File: src/rtl/comp_pkg.sv
// Shared types for the compare encoder/decoder pair: FSM states and the
// condition codes that comp_dcd decodes against the less/eql flag pair.
package comp_pkg;

   typedef enum logic [1:0] {
      IDLE = 2'd0,
      RUN  = 2'd1,
      DONE = 2'd2
   } state_t;

   localparam logic [2:0] CMP_GT = 3'b000;
   localparam logic [2:0] CMP_GE = 3'b001;
   localparam logic [2:0] CMP_LT = 3'b010;
   localparam logic [2:0] CMP_LE = 3'b011;
   localparam logic [2:0] CMP_EQ = 3'b100;
   localparam logic [2:0] CMP_NE = 3'b101;

endpackage

File: src/rtl/comp_digit.sv
// Combinational single-digit magnitude compare used by the comp_enc digit loop.
module comp_digit #(
   parameter int DIGIT = 4
) (
   input  logic [DIGIT-1:0] da,
   input  logic [DIGIT-1:0] db,
   output logic             lt,
   output logic             eq
);

   assign lt = (da < db);
   assign eq = (da == db);

endmodule

File: src/rtl/comp_enc.sv
// Multi-cycle MSB-first magnitude comparator with start/done handshake.
// Build option: define COMP_ENC_EARLY_EXIT_EN to finish on the first differing digit.
module comp_enc
   import comp_pkg::*;
#(
   parameter int WIDTH = 32,
   parameter int DIGIT = 4
) (
   input  logic             clk,
   input  logic             rst,
   input  logic             start,
   input  logic [WIDTH-1:0] a,
   input  logic [WIDTH-1:0] b,
   input  logic             signed_cmp,
   output logic             busy,
   output logic             done,
   output logic             less_out,
   output logic             eql_out
);

   localparam int N  = WIDTH / DIGIT;
   localparam int CW = $clog2(N + 1);
   localparam logic [WIDTH-1:0] MSB_MASK = {1'b1, {(WIDTH-1){1'b0}}};
`ifdef COMP_ENC_EARLY_EXIT_EN
   localparam logic EARLY = 1'b1;
`else
   localparam logic EARLY = 1'b0;
`endif

   state_t           state_r, state_s;
   logic [CW-1:0]    cnt_r, cnt_s;
   logic [WIDTH-1:0] sa_r, sa_s, sb_r, sb_s;
   logic             less_r, less_s, decided_r, decided_s;
   logic             less_out_s, eql_out_s;
   logic             lt_s, eq_s, hit_s, last_s;

   comp_digit #(.DIGIT(DIGIT)) u_digit (
      .da (sa_r[WIDTH-1 -: DIGIT]),
      .db (sb_r[WIDTH-1 -: DIGIT]),
      .lt (lt_s),
      .eq (eq_s)
   );

   // Next-state, datapath and flag computation
   always_comb begin
      state_s    = state_r;
      cnt_s      = cnt_r;
      sa_s       = sa_r;
      sb_s       = sb_r;
      less_s     = less_r;
      decided_s  = decided_r;
      less_out_s = less_out;
      eql_out_s  = eql_out;
      hit_s      = !decided_r && !eq_s;
      last_s     = (cnt_r == CW'(N - 1));
      case (state_r)
         IDLE, DONE: begin
            if (start) begin
               // Offset-binary: flipping both MSBs makes a signed compare unsigned
               state_s    = RUN;
               cnt_s      = '0;
               sa_s       = signed_cmp ? (a ^ MSB_MASK) : a;
               sb_s       = signed_cmp ? (b ^ MSB_MASK) : b;
               less_s     = 1'b0;
               decided_s  = 1'b0;
               less_out_s = 1'b0;
               eql_out_s  = 1'b0;
            end else if (state_r == DONE) begin
               state_s = IDLE;
            end else begin
               state_s = IDLE;
            end
         end
         RUN: begin
            sa_s  = sa_r << DIGIT;
            sb_s  = sb_r << DIGIT;
            cnt_s = cnt_r + CW'(1);
            if (hit_s) begin
               decided_s = 1'b1;
               less_s    = lt_s;
            end else begin
               decided_s = decided_r;
               less_s    = less_r;
            end
            if (last_s || (EARLY && hit_s)) begin
               state_s    = DONE;
               eql_out_s  = !decided_s;
               less_out_s = less_s && decided_s;
            end else begin
               state_s = RUN;
            end
         end
         default: begin
            state_s = IDLE;
         end
      endcase
   end

   // State, datapath and registered outputs
   always_ff @(posedge clk or posedge rst) begin
      if (rst) begin
         state_r   <= IDLE;
         cnt_r     <= '0;
         sa_r      <= '0;
         sb_r      <= '0;
         less_r    <= 1'b0;
         decided_r <= 1'b0;
         busy      <= 1'b0;
         done      <= 1'b0;
         less_out  <= 1'b0;
         eql_out   <= 1'b0;
      end else begin
         state_r   <= state_s;
         cnt_r     <= cnt_s;
         sa_r      <= sa_s;
         sb_r      <= sb_s;
         less_r    <= less_s;
         decided_r <= decided_s;
         busy      <= (state_s == RUN);
         done      <= (state_s == DONE);
         less_out  <= less_out_s;
         eql_out   <= eql_out_s;
      end
   end

endmodule
File: config.mk
export PLATFORM = sky130hd
export DESIGN_NAME = comp_enc
export DESIGN_NICKNAME = d
export VERILOG_FILES = /design/src/rtl/comp_pkg.sv /design/src/rtl/comp_digit.sv /design/src/rtl/comp_enc.sv
export SDC_FILE = /design/constraint.sdc
export NUM_CORES = 1
export LEC_CHECK = 0
export ABC_AREA = 1
export BUFFER_PORTS_ARGS = -buffer_cell sky130_fd_sc_hd__buf_2
export CAP_MARGIN = 40
export CORE_MARGIN = 5
export CORE_UTILIZATION = 33
export DETAILED_ROUTE_END_ITERATION = 10
export PLACE_DENSITY_LB_ADDON = 0.3
export SETUP_SLACK_MARGIN = 0.02
export SKIP_CTS_REPAIR_TIMING = 1
export SYNTH_ARGS = -nofsm -noshare
export SYNTH_HDL_FRONTEND = slang
export SYNTH_SLANG_ARGS = --single-unit
File: constraint.sdc
create_clock -name clk -period 6.9 [get_ports clk]
set_input_delay 0.69 -clock clk [delete_from_list [all_inputs] [get_ports clk]]
set_output_delay 0.69 -clock clk [all_outputs]
set_load 0.05 [all_outputs]
==> impl_results.md <==
* Status: finished clean
* # IOs at 72
* Leak Pwr at 0.002070 µW
* Setup TNS at 0 ps
* Final min period at 2063 ps
* Post-synth EDFFs at 0
* Reg power frac at 40.5%
* Vias in the first global route at 2704
* Synth Instances at 384
* Ys flop type: dfrtp_1
* 1st-pass router iterations at 4
* CTS tree: built
* RSZ-0062 raised after global routing: false
* Gr usage total at 13.03%
* Synthesized area per cell at 8.723 µm²
* NetSw at 659.3 µW
* Clock Tree Buf Depth at 2
* WHS at 389.8 ps
* Worst-skew pair later-pin latency at 340 ps
* DR WL/cell at 13.21 µm
* Starting Density at 34.11%
* Ratio of cells with drive above 1 in the final layout at 21.10%
* Max-cap viol count at 0
* Critical-path top delay cell: inv_2
* Post-synth top cells: nand2_1 (172), dfrtp_1 (76), nand3_1 (46), inv_1 (17)
* Fraction of registers with async set/reset at 100.0%
* Clock power share at 24.0%
* Antenna-violating nets left at 0
* # rows at 36
* Syn Nets at 457
* Die area at 12260 µm²
* Crit path buf inv count at 2
* Final hold vios at 0
* Vias per cell at 4.536
* Hold Path Class: primary input to async pin
* Endpoint type of the worst setup path: flip-flop
* DRC Markers at 0
* Crit start category: flip-flop
* CTS buffer count at 9
* H-tree Lvls at 3
* Peak supply drop at 177.0 µV
* Flop2flop setup slack at 4840 ps
* Critical-path maximum fanout at 32
* Die Height at 110.7 µm
* Grt total ovfl at 0
* Sw Ratio at 36.45%
* Num Clock Sinks at 76
* Post-DP HPWL at 5520 µm
* Internal power at 1150 µW
* Die width at 110.7 µm
* Kind of critical path: flip-flop to flip-flop
* Synth Register Bits at 76
* Most used cell, CP: nand2_1
* Fmax at 484.7 MHz
* Clk slew on worst S/H paths at 80 ps
* 1st-iter DRT viols at 158
* WP data required at 7170 ps
* Layout Area Growth over Synthesis at 22.26%
* Dominant cell type by area after synthesis: dfrtp_1
* Root Driver: clkbuf_8
* Fill cells at 1025
* Placer Congestion at 0.8017
* CORE AREA at 9819 µm²
* Worst-Margin Slew at 561.5 ps
* Tcrit/Tclk final at 29.90%
* Top delay family on crit path: buffers and inverters
* Worst Path Arrival at 2330 ps
* Slew margin rel. at 62.51%
* # diodes at 0
* Yosys synthesis warning count at 0
* Final Skew at 10.62 ps
* CP max stage delay at 530 ps
* Max-slew violations at 0
* Footprint of the multi-input gates at 1232 µm²
* Final setup violating endpoints at 0
* Port bufs at 71
* Yosys cell types at 19
* Total vias in the final route at 2667
* Sequential cell area fraction in the yosys report at 56.78%
* Largest cells by area after synthesis: dfrtp_1 (57%), nand2_1 (19%), nand3_1 (6.9%), o211ai_1 (2.9%), a22o_1 (2.4%)
* CP cell instances: nand2_1, nand2_1, inv_2, buf_16, a22o_1
* Total wire length at 7768 µm
* Synth top area share at 56.78%
* Comb pwr share at 35.5%
* Register area at 1902 µm²
* Power per cell area at 441.8 nW/µm²
* Final #Nets at 524
* Largest net degree at the start of global routing at 54
* Most common cell in the synthesized netlist: nand2_1
* Initial antenna violation count at 0
* Post-Syn Area at 3349 µm²
* First-pass GRT wire length at 13210 µm
[area by class of cell]
class	instances	share of cell area (%)
clock inverter	5	3.055
inverter	20	1.864
clock buffer	10	3.116
multi-input combinational	268	30.09
tap	133	4.064
timing repair buffer	76	11.37
sequential	76	46.44
[cells in the final DEF, fill, tap and decap left out, drive strengths merged]
| master | n |
|---|---|
| buf | 76 |
| xnor2 | 2 |
| o221ai | 1 |
| o21ai | 4 |
| clkbuf | 10 |
| a22o | 9 |
| dfrtp | 76 |
| ha | 5 |
| inv | 19 |
| clkinv | 2 |
| nand2 | 173 |
| o211ai | 13 |
| nand3 | 46 |
| nor2 | 10 |
| bufinv | 4 |
| a21oi | 5 |
[per-stage QoR]
stage	area [µm²]	worst slack (ps)	cells	total power (µW)	utilization, %
floorplan	3349	4272	384	1242	-
global placement	3740	4564	569	1331	38.09
detailed placement	3842	4694	573	1399	39.13
CTS	4095	4791	588	1836	41.70
global route	4095	4611	588	1960	41.70
finish	4095	4837	588	1809	41.70
[power groups by stage]
stage / Sequential (µW) / Combinational [µW] / Clock, µW
after floorplan: 733 / 509 / 0
after global placement: 735 / 596 / 0
after detailed placement: 740 / 659 / 0
after CTS: 733 / 660 / 443
after global routing: 753 / 742 / 464
final: 733 / 643 / 433
[per-layer routing]
metal | global-route usage [%] | part of all wire (%) | vias to the layer above
met4 | 5.255 | 1.9 | 0
met1 | 18.60 | 50 | 1243
met5 | 0 | 0 | -
met3 | 2.183 | 2.5 | 11
met2 | 19.66 | 45 | 49
li1 | - | - | 1364
[flip-flops by register name, indices dropped and copies added, names as in the netlist]
signal	flops
sb_r	32
done	1
state_r	2
cnt_r	4
eql_out	1
sa_r	32
busy	1
less_out	1
less_r	1
decided_r	1
[worst min-delay path: cells and delay by family]
family	cells	cell delay, ps
buf+inv	3	440
[logic make-up (layout without fill, tap and decap cells)]
logic type	count (synthesis)	in the layout	share of synthesized area (%)
flops	76	76	56.78
buf+inv	40	111	6.425
simple gates	229	229	27.53
xor+xnor	2	2	0.5231
compound gates	32	32	6.873
fa+ha+maj	5	5	1.868
[worst paths after layout]
path                       startpoint        to  depth (start not counted)
min in group clk             cnt_r[3]  cnt_r[3]                          1
hold reg to reg              cnt_r[3]  cnt_r[3]                          1
setup / recovery           state_r[0]   sa_r[1]                          5
max in group asynchronous         rst   sa_r[6]                          4
setup reg to reg           state_r[0]   sa_r[1]                          5
hold / removal                    rst  sa_r[15]                          3
Note: power is estimated with default switching activity, not from simulation.
